<file path="config.mk">
export PLATFORM = sky130hd
export DESIGN_NAME = load_exec_unit_flat
export DESIGN_NICKNAME = d
export VERILOG_FILES = /design/src/rtl/load_exec_unit_pkg.sv /design/src/rtl/load_exec_unit_if.sv /design/src/rtl/load_exec_unit_ld_rr_picker.sv /design/src/rtl/load_exec_unit.sv /design/src/flat_wrapper.sv
export SDC_FILE = /design/constraint.sdc
export NUM_CORES = 1
export LEC_CHECK = 0
export BUFFER_PORTS_ARGS = -buffer_cell sky130_fd_sc_hd__buf_2
export CAP_MARGIN = 0
export CELL_PAD_IN_SITES_DETAIL_PLACEMENT = 1
export CELL_PAD_IN_SITES_GLOBAL_PLACEMENT = 1
export CORE_UTILIZATION = 37
export CTS_CLUSTER_SIZE = 10
export DETAILED_ROUTE_END_ITERATION = 8
export MAX_ROUTING_LAYER = met4
export PLACE_DENSITY = 0.88
export SLEW_MARGIN = 20
export SYNTH_ARGS = -nofsm -noshare
export SYNTH_HDL_FRONTEND = slang
export SYNTH_HIERARCHICAL = 1
export SYNTH_SLANG_ARGS = --single-unit
</file>
<file path="constraint.sdc">
create_clock -name clk -period 9.5 [get_ports clk]
set_input_delay 1.425 -clock clk [delete_from_list [all_inputs] [get_ports clk]]
set_output_delay 1.425 -clock clk [all_outputs]
set_load 0.01 [all_outputs]
</file>
<file path="src/rtl/load_exec_unit_pkg.sv">
// Shared definitions for the load execution unit: reservation-station tags,
// FSM state encoding and datapath width.
package load_exec_unit_pkg;

    localparam int XLEN  = 64;
    localparam int TAG_W = 4;

    typedef logic [TAG_W-1:0] tag_t;

    localparam tag_t TAG_NOTAG  = 4'd0;
    localparam tag_t TAG_ADD_1  = 4'd1;
    localparam tag_t TAG_ADD_2  = 4'd2;
    localparam tag_t TAG_ADD_3  = 4'd3;
    localparam tag_t TAG_MULT_1 = 4'd4;
    localparam tag_t TAG_MULT_2 = 4'd5;
    localparam tag_t TAG_LD_1   = 4'd6;
    localparam tag_t TAG_LD_2   = 4'd7;
    localparam tag_t TAG_LD_3   = 4'd8;
    localparam tag_t TAG_ST_1   = 4'd9;
    localparam tag_t TAG_ST_2   = 4'd10;

    typedef enum logic [2:0] {
        IDLE,
        AGEN,
        MEM_REQ,
        MEM_WAIT,
        CDB,
        FREE
    } le_state_t;

    // Round-robin pointer advance over the three station slots.
    function automatic logic [1:0] rr_next(input logic [1:0] slot);
        return (slot >= 2'd2) ? 2'd0 : slot + 2'd1;
    endfunction

endpackage

</file>
<file path="src/rtl/load_exec_unit_if.sv">
// Station query, memory, CDB and free-request signals of the load execution unit.
// The master modport is the unit itself; slave is the surrounding station/memory/CDB.
interface load_exec_unit_if #(
    parameter int XLEN = load_exec_unit_pkg::XLEN
);
    import load_exec_unit_pkg::*;

    logic [2:0]      ready_bus;
    logic            ld_aff_ready;
    logic [XLEN-1:0] ld_affinity_op;
    logic [XLEN-1:0] ld_affinity_offset;
    tag_t            query_tag;
    logic [XLEN-1:0] address;

    logic            mem_req_valid;
    logic [XLEN-1:0] mem_req_addr;
    logic            mem_req_ready;
    logic            mem_resp_valid;
    logic [XLEN-1:0] mem_resp_data;

    logic            cdb_req;
    logic            cdb_grant;
    tag_t            cdb_id_out;
    logic [XLEN-1:0] cdb_data_out;

    logic            free_tag_flag;
    tag_t            free_this_tag;
    logic            busy;

    modport master (
        input  ready_bus, ld_aff_ready, ld_affinity_op, ld_affinity_offset,
        input  mem_req_ready, mem_resp_valid, mem_resp_data, cdb_grant,
        output query_tag, address, mem_req_valid, mem_req_addr,
        output cdb_req, cdb_id_out, cdb_data_out,
        output free_tag_flag, free_this_tag, busy
    );

    modport slave (
        output ready_bus, ld_aff_ready, ld_affinity_op, ld_affinity_offset,
        output mem_req_ready, mem_resp_valid, mem_resp_data, cdb_grant,
        input  query_tag, address, mem_req_valid, mem_req_addr,
        input  cdb_req, cdb_id_out, cdb_data_out,
        input  free_tag_flag, free_this_tag, busy
    );

endinterface

</file>
<file path="src/rtl/load_exec_unit_ld_rr_picker.sv">
// Three-way round-robin selector: first ready slot at or after rr_ptr, wrapping.
// ready and grant are slot-indexed (bit 0 = slot 0).
module ld_rr_picker (
    input  logic [2:0] ready,
    input  logic [1:0] rr_ptr,
    output logic [2:0] grant,
    output logic       valid
);

    function automatic logic [1:0] wrap3(input logic [2:0] v);
        return (v >= 3'd3) ? 2'(v - 3'd3) : v[1:0];
    endfunction

    logic [1:0] cand;

    always_comb begin
        grant = '0;
        valid = 1'b0;
        cand  = '0;
        for (int k = 0; k < 3; k++) begin
            cand = wrap3({1'b0, rr_ptr} + 3'(k));
            if (!valid && ready[cand]) begin
                grant[cand] = 1'b1;
                valid       = 1'b1;
            end
        end
    end

endmodule

</file>
<file path="src/rtl/load_exec_unit.sv">
// Load execution unit: picks a ready load from the 3-entry station, computes its
// effective address, reads memory, broadcasts on the CDB and frees the entry.
//
// state    | meaning
// IDLE     | waiting for a ready slot; round-robin pick, query issued
// AGEN     | station answers the query; effective address formed or load dropped
// MEM_REQ  | read request held until memory accepts
// MEM_WAIT | waiting for read data
// CDB      | broadcast held until the arbiter grants
// FREE     | one-cycle free pulse back to the station
module load_exec_unit
    import load_exec_unit_pkg::*;
#(
    parameter int XLEN        = load_exec_unit_pkg::XLEN,
    parameter int LD_TAG_BASE = 6
) (
    input  logic              clk,
    input  logic              rst,
    load_exec_unit_if.master  bus
);

    le_state_t       state_q, state_d;
    logic [1:0]      rr_ptr_q, rr_ptr_d;
    tag_t            tag_q, tag_d;
    logic [XLEN-1:0] eff_q, eff_d;

    tag_t            query_tag_q, query_tag_d;
    logic [XLEN-1:0] address_q, address_d;
    logic            mem_valid_q, mem_valid_d;
    logic [XLEN-1:0] mem_addr_q, mem_addr_d;
    logic            cdb_req_q, cdb_req_d;
    tag_t            cdb_id_q, cdb_id_d;
    logic [XLEN-1:0] cdb_data_q, cdb_data_d;
    logic            free_flag_q, free_flag_d;
    tag_t            free_tag_q, free_tag_d;

    logic [2:0]      slot_ready;
    logic [2:0]      pick_grant;
    logic            pick_valid;
    logic [1:0]      pick_slot;
    logic [XLEN-1:0] eff_sum;

    // ready_bus is MSB-first by slot; the picker wants bit n = slot n.
    assign slot_ready = {bus.ready_bus[0], bus.ready_bus[1], bus.ready_bus[2]};
    assign eff_sum    = bus.ld_affinity_op + bus.ld_affinity_offset;

    ld_rr_picker u_picker (
        .ready  (slot_ready),
        .rr_ptr (rr_ptr_q),
        .grant  (pick_grant),
        .valid  (pick_valid)
    );

    always_comb begin
        pick_slot = 2'd0;
        if (pick_grant[1]) pick_slot = 2'd1;
        else if (pick_grant[2]) pick_slot = 2'd2;
    end

    always_ff @(posedge clk or posedge rst) begin
        if (rst) begin
            state_q     <= IDLE;
            rr_ptr_q    <= '0;
            tag_q       <= TAG_NOTAG;
            eff_q       <= '0;
            query_tag_q <= TAG_NOTAG;
            address_q   <= '0;
            mem_valid_q <= 1'b0;
            mem_addr_q  <= '0;
            cdb_req_q   <= 1'b0;
            cdb_id_q    <= TAG_NOTAG;
            cdb_data_q  <= '0;
            free_flag_q <= 1'b0;
            free_tag_q  <= TAG_NOTAG;
        end else begin
            state_q     <= state_d;
            rr_ptr_q    <= rr_ptr_d;
            tag_q       <= tag_d;
            eff_q       <= eff_d;
            query_tag_q <= query_tag_d;
            address_q   <= address_d;
            mem_valid_q <= mem_valid_d;
            mem_addr_q  <= mem_addr_d;
            cdb_req_q   <= cdb_req_d;
            cdb_id_q    <= cdb_id_d;
            cdb_data_q  <= cdb_data_d;
            free_flag_q <= free_flag_d;
            free_tag_q  <= free_tag_d;
        end
    end

    always_comb begin
        state_d     = state_q;
        rr_ptr_d    = rr_ptr_q;
        tag_d       = tag_q;
        eff_d       = eff_q;
        query_tag_d = query_tag_q;
        address_d   = address_q;
        mem_valid_d = mem_valid_q;
        mem_addr_d  = mem_addr_q;
        cdb_req_d   = cdb_req_q;
        cdb_id_d    = cdb_id_q;
        cdb_data_d  = cdb_data_q;
        free_flag_d = free_flag_q;
        free_tag_d  = free_tag_q;

        case (state_q)
            IDLE: begin
                if (pick_valid) begin
                    tag_d       = tag_t'(LD_TAG_BASE) + tag_t'(pick_slot);
                    query_tag_d = tag_t'(LD_TAG_BASE) + tag_t'(pick_slot);
                    rr_ptr_d    = rr_next(pick_slot);
                    state_d     = AGEN;
                end
            end
            AGEN: begin
                query_tag_d = TAG_NOTAG;
                if (bus.ld_aff_ready) begin
                    eff_d       = eff_sum;
                    address_d   = eff_sum;
                    mem_valid_d = 1'b1;
                    mem_addr_d  = eff_sum;
                    state_d     = MEM_REQ;
                end else begin
                    state_d = IDLE;
                end
            end
            MEM_REQ: begin
                mem_addr_d = eff_q;
                if (bus.mem_req_ready) begin
                    mem_valid_d = 1'b0;
                    state_d     = MEM_WAIT;
                end
            end
            MEM_WAIT: begin
                if (bus.mem_resp_valid) begin
                    cdb_req_d  = 1'b1;
                    cdb_id_d   = tag_q;
                    cdb_data_d = bus.mem_resp_data;
                    state_d    = CDB;
                end
            end
            CDB: begin
                if (bus.cdb_grant) begin
                    cdb_req_d   = 1'b0;
                    cdb_id_d    = TAG_NOTAG;
                    free_flag_d = 1'b1;
                    free_tag_d  = tag_q;
                    state_d     = FREE;
                end
            end
            FREE: begin
                free_flag_d = 1'b0;
                free_tag_d  = TAG_NOTAG;
                state_d     = IDLE;
            end
            default: state_d = IDLE;
        endcase
    end

    assign bus.query_tag     = query_tag_q;
    assign bus.address       = address_q;
    assign bus.mem_req_valid = mem_valid_q;
    assign bus.mem_req_addr  = mem_addr_q;
    assign bus.cdb_req       = cdb_req_q;
    assign bus.cdb_id_out    = cdb_id_q;
    assign bus.cdb_data_out  = cdb_data_q;
    assign bus.free_tag_flag = free_flag_q;
    assign bus.free_this_tag = free_tag_q;
    assign bus.busy          = (state_q != IDLE);

endmodule

</file>
<file path="src/flat_wrapper.sv">
// flat-port wrapper written by rule: the top's interface ports become plain ports
module load_exec_unit_flat import load_exec_unit_pkg::*;
#(
    parameter int XLEN        = load_exec_unit_pkg::XLEN,
    parameter int LD_TAG_BASE = 6
)
  (clk, rst, bus_ready_bus, bus_ld_aff_ready, bus_ld_affinity_op, bus_ld_affinity_offset, bus_mem_req_ready, bus_mem_resp_valid, bus_mem_resp_data, bus_cdb_grant, bus_query_tag, bus_address, bus_mem_req_valid, bus_mem_req_addr, bus_cdb_req, bus_cdb_id_out, bus_cdb_data_out, bus_free_tag_flag, bus_free_this_tag, bus_busy);
  load_exec_unit_if #(.XLEN(XLEN)) bus_i ();
  input  logic clk;
  input  logic rst;
  input wire logic [$bits(bus_i.ready_bus)-1:0] bus_ready_bus;
  input wire logic [$bits(bus_i.ld_aff_ready)-1:0] bus_ld_aff_ready;
  input wire logic [$bits(bus_i.ld_affinity_op)-1:0] bus_ld_affinity_op;
  input wire logic [$bits(bus_i.ld_affinity_offset)-1:0] bus_ld_affinity_offset;
  input wire logic [$bits(bus_i.mem_req_ready)-1:0] bus_mem_req_ready;
  input wire logic [$bits(bus_i.mem_resp_valid)-1:0] bus_mem_resp_valid;
  input wire logic [$bits(bus_i.mem_resp_data)-1:0] bus_mem_resp_data;
  input wire logic [$bits(bus_i.cdb_grant)-1:0] bus_cdb_grant;
  output wire logic [$bits(bus_i.query_tag)-1:0] bus_query_tag;
  output wire logic [$bits(bus_i.address)-1:0] bus_address;
  output wire logic [$bits(bus_i.mem_req_valid)-1:0] bus_mem_req_valid;
  output wire logic [$bits(bus_i.mem_req_addr)-1:0] bus_mem_req_addr;
  output wire logic [$bits(bus_i.cdb_req)-1:0] bus_cdb_req;
  output wire logic [$bits(bus_i.cdb_id_out)-1:0] bus_cdb_id_out;
  output wire logic [$bits(bus_i.cdb_data_out)-1:0] bus_cdb_data_out;
  output wire logic [$bits(bus_i.free_tag_flag)-1:0] bus_free_tag_flag;
  output wire logic [$bits(bus_i.free_this_tag)-1:0] bus_free_this_tag;
  output wire logic [$bits(bus_i.busy)-1:0] bus_busy;
  assign bus_i.ready_bus = bus_ready_bus;
  assign bus_i.ld_aff_ready = bus_ld_aff_ready;
  assign bus_i.ld_affinity_op = bus_ld_affinity_op;
  assign bus_i.ld_affinity_offset = bus_ld_affinity_offset;
  assign bus_i.mem_req_ready = bus_mem_req_ready;
  assign bus_i.mem_resp_valid = bus_mem_resp_valid;
  assign bus_i.mem_resp_data = bus_mem_resp_data;
  assign bus_i.cdb_grant = bus_cdb_grant;
  assign bus_query_tag = bus_i.query_tag;
  assign bus_address = bus_i.address;
  assign bus_mem_req_valid = bus_i.mem_req_valid;
  assign bus_mem_req_addr = bus_i.mem_req_addr;
  assign bus_cdb_req = bus_i.cdb_req;
  assign bus_cdb_id_out = bus_i.cdb_id_out;
  assign bus_cdb_data_out = bus_i.cdb_data_out;
  assign bus_free_tag_flag = bus_i.free_tag_flag;
  assign bus_free_this_tag = bus_i.free_this_tag;
  assign bus_busy = bus_i.busy;
  load_exec_unit #(.XLEN(XLEN), .LD_TAG_BASE(LD_TAG_BASE)) u_core (.clk(clk), .rst(rst), .bus(bus_i));
endmodule
</file>
==> reports/qor.txt <==
vias in the first global route = 12860
R2R depth = 8
RSZ-0062 raised after global routing = false
Avg Cell Area, Syn = 8.461 µm²
Worst Path Buf+Inv = 1
final estimated routing congestion in global placement = 0.9273
CP delay by family, top = compound AO/OA/AOI/OAI gates
Tmin final = 4024 ps
Via density = 5.350
Post-Syn Instances = 1425
type of origin of the critical path = input pin
# Max-Cap Violations = 0
hold crit path type = flop to flop
drt pass-1 iters = 5
Die ar. = 33310 µm²
I/O Pins = 409
DRT Wirelength = 44.51 mm
most frequent cells in the layout = 480 x nand2_1, 408 x buf_2, 212 x dfrtp_1
Iter 0 DRT Violations = 486
Overflow after GRT = 0
CTS Sinks = 212
r2r setup slk = 6180 ps
pins over their slew limit = 0
status = complete, no violations
Critical Path, Cell by Cell = buf_2 -> ha_1 -> fa_1 -> a21o_1 -> a221o_1 -> a21oi_4 -> o211ai_2 -> a21boi_1 -> o21a_1 -> o21ba_2 -> o21ai_1 -> xnor2_1 -> o21ai_0
Critical Path RT = 9880 ps
synthesized area = 12060 µm²
Via Count = 12010
clock slew at reported path FFs = 60 ps
H-tree levels = 1
CTS max path bufs = 3
most common cell after layout, fill and taps aside = nand2_1
post-CTS sizing = 0
I/O Buffers = 408
Die Ht = 182.5 µm
DRC = 0
root buf cell = clkbuf_16
Inserted Clock Buffers = 26
total power = 4.573 mW
Clock Latency Late Sink = 520 ps
Final Cycle Share = 42.35%
Hold Path Cell Cnt = 2
global-route wire length before repair = 70.28 mm
Hold EP = u_core/bus.cdb_data_out[32]
Critical Path AT = 4400 ps
pwr dens = 300.5 nW/µm²
Total Nets Final = 2065
r2r endpoint = u_core/bus.mem_req_addr[41]
number of hold buffers added after cts = 0
share of layout cells above drive strength 1 = 27.05%
CP endpoint kind = flop
Worst Path Max Fanout = 4
core area = 31800 µm²
final setup vio count = 0
largest net degree at the start of global routing = 150
Largest stage delay, worst path = 420 ps
Hold Path Origin = u_core/bus.cdb_data_out[32]
Synth Warn # = 6
static leakage = 8.119 nW
Worst path slowest cell = fa_1
TritonCTS clock tree = yes
critical path type = input pin to flop
Tightest Pin Transition = 971.2 ps
Die Wd = 182.5 µm
Layout Skew = 11.42 ps
f_max = 248.5 MHz
Post-DP HPWL = 33.55 mm
Syn Nets = 1694
Fin Hold WS = 470.8 ps
initial antenna violation count = 5
R2R Path Start = u_core/state_q[0]
TNS Setup = 0 ps
max_slew headroom = 35.25%
starting density of the core = 37.91%
P&R area growth vs syn = 26.24%
Max VDD drop = 0.2178 mV
Wirelength per Cell = 19.83 µm
Routed Antenna Nets = 0
Fin. Hold Viols = 0
Post-CTS Setup Inserts = 0
row cnt = 65
Overall Global Routing Usage = 27.30%
==> where the power goes <==
| part | total [mW] | internal, mW | switching [mW] | leakage (nW) |
|---|---|---|---|---|
| clock network | 0.936 | 0.568 | 0.368 | 0.378 |
| registers | 1.61 | 1.32 | 0.290 | 2.64 |
| logic | 2.02 | 0.751 | 1.27 | 5.10 |
| total | 4.57 | 2.64 | 1.93 | 8.12 |
==> layout make-up <==
| type | count | area [µm²] |
|---|---|---|
| clock inverter | 3 | 65.06 |
| timing repair buffer | 416 | 2102 |
| inverter | 20 | 87.58 |
| clock buffer | 33 | 708.2 |
| multi-input combinational | 1120 | 6394 |
| sequential | 212 | 5305 |
| fill | 3936 | 16580 |
| tap | 435 | 544.3 |
| antenna | 6 | 15.01 |
==> metrics by stage <==
step	utilization (%)	instance area [µm²]	instances	setup WS [ps]
after floorplan	-	12060	1425	2281
after CTS	47.80	15200	2239	5536
after global routing	47.86	15220	2244	5329
after detailed placement	45.37	14430	2203	4986
final	47.87	15220	2245	5476
after global placement	45.37	14430	2203	5128
==> flip-flops by register name (all words and copies together), names as in the netlist <==
| signal | count |
|---|---|
| u_core/bus.mem_req_valid | 1 |
| u_core/rr_ptr_q | 2 |
| u_core/bus.address | 64 |
| u_core/bus.free_this_tag | 3 |
| u_core/state_q | 3 |
| u_core/bus.free_tag_flag | 1 |
| u_core/bus.query_tag | 3 |
| u_core/bus.mem_req_addr | 64 |
| u_core/bus.cdb_id_out | 3 |
| u_core/tag_q | 3 |
| u_core/bus.cdb_req | 1 |
| u_core/bus.cdb_data_out | 64 |
==> worst register-to-register path, stage by stage, from the launching register on <==
cell and delay, ps:
dfrtp_1 560, nor2b_1 310, nor2b_1 490, and2_2 230
buf_4 600, nor2_4 190, buf_4 360, a22oi_1 270
o21ai_0 170
==> worst max-delay path by stage <==
stage / start / to / slack, ps / cells after the start
final: bus_ld_affinity_op[0] / u_core/bus.mem_req_addr[56] / 5480 / 13
after global routing: bus_ld_affinity_op[0] / u_core/bus.mem_req_addr[56] / 5330 / 13
after CTS: bus_ld_affinity_op[0] / u_core/bus.mem_req_addr[56] / 5540 / 13
after detailed placement: bus_ld_affinity_op[0] / u_core/bus.mem_req_addr[56] / 4990 / 13
after global placement: bus_ld_affinity_op[0] / u_core/bus.mem_req_addr[56] / 5130 / 13
after floorplan: rst / u_core/bus.address[0] / 2280 / 1
==> metal layers <==
| metal | global-route usage (%) | share of wire, % | wire length, µm | up-vias |
|---|---|---|---|---|
| met4 | 11.13 | 4.2 | 1866 | 0 |
| met5 | - | 0 | 0 | - |
| met1 | 30.14 | 39 | 17320 | 5864 |
| met2 | 47.57 | 50 | 22190 | 440 |
| met3 | 5.967 | 7.1 | 3140 | 96 |
| li1 | - | - | - | 5610 |
No activity file was read; power rests on OpenSTA's default activity.
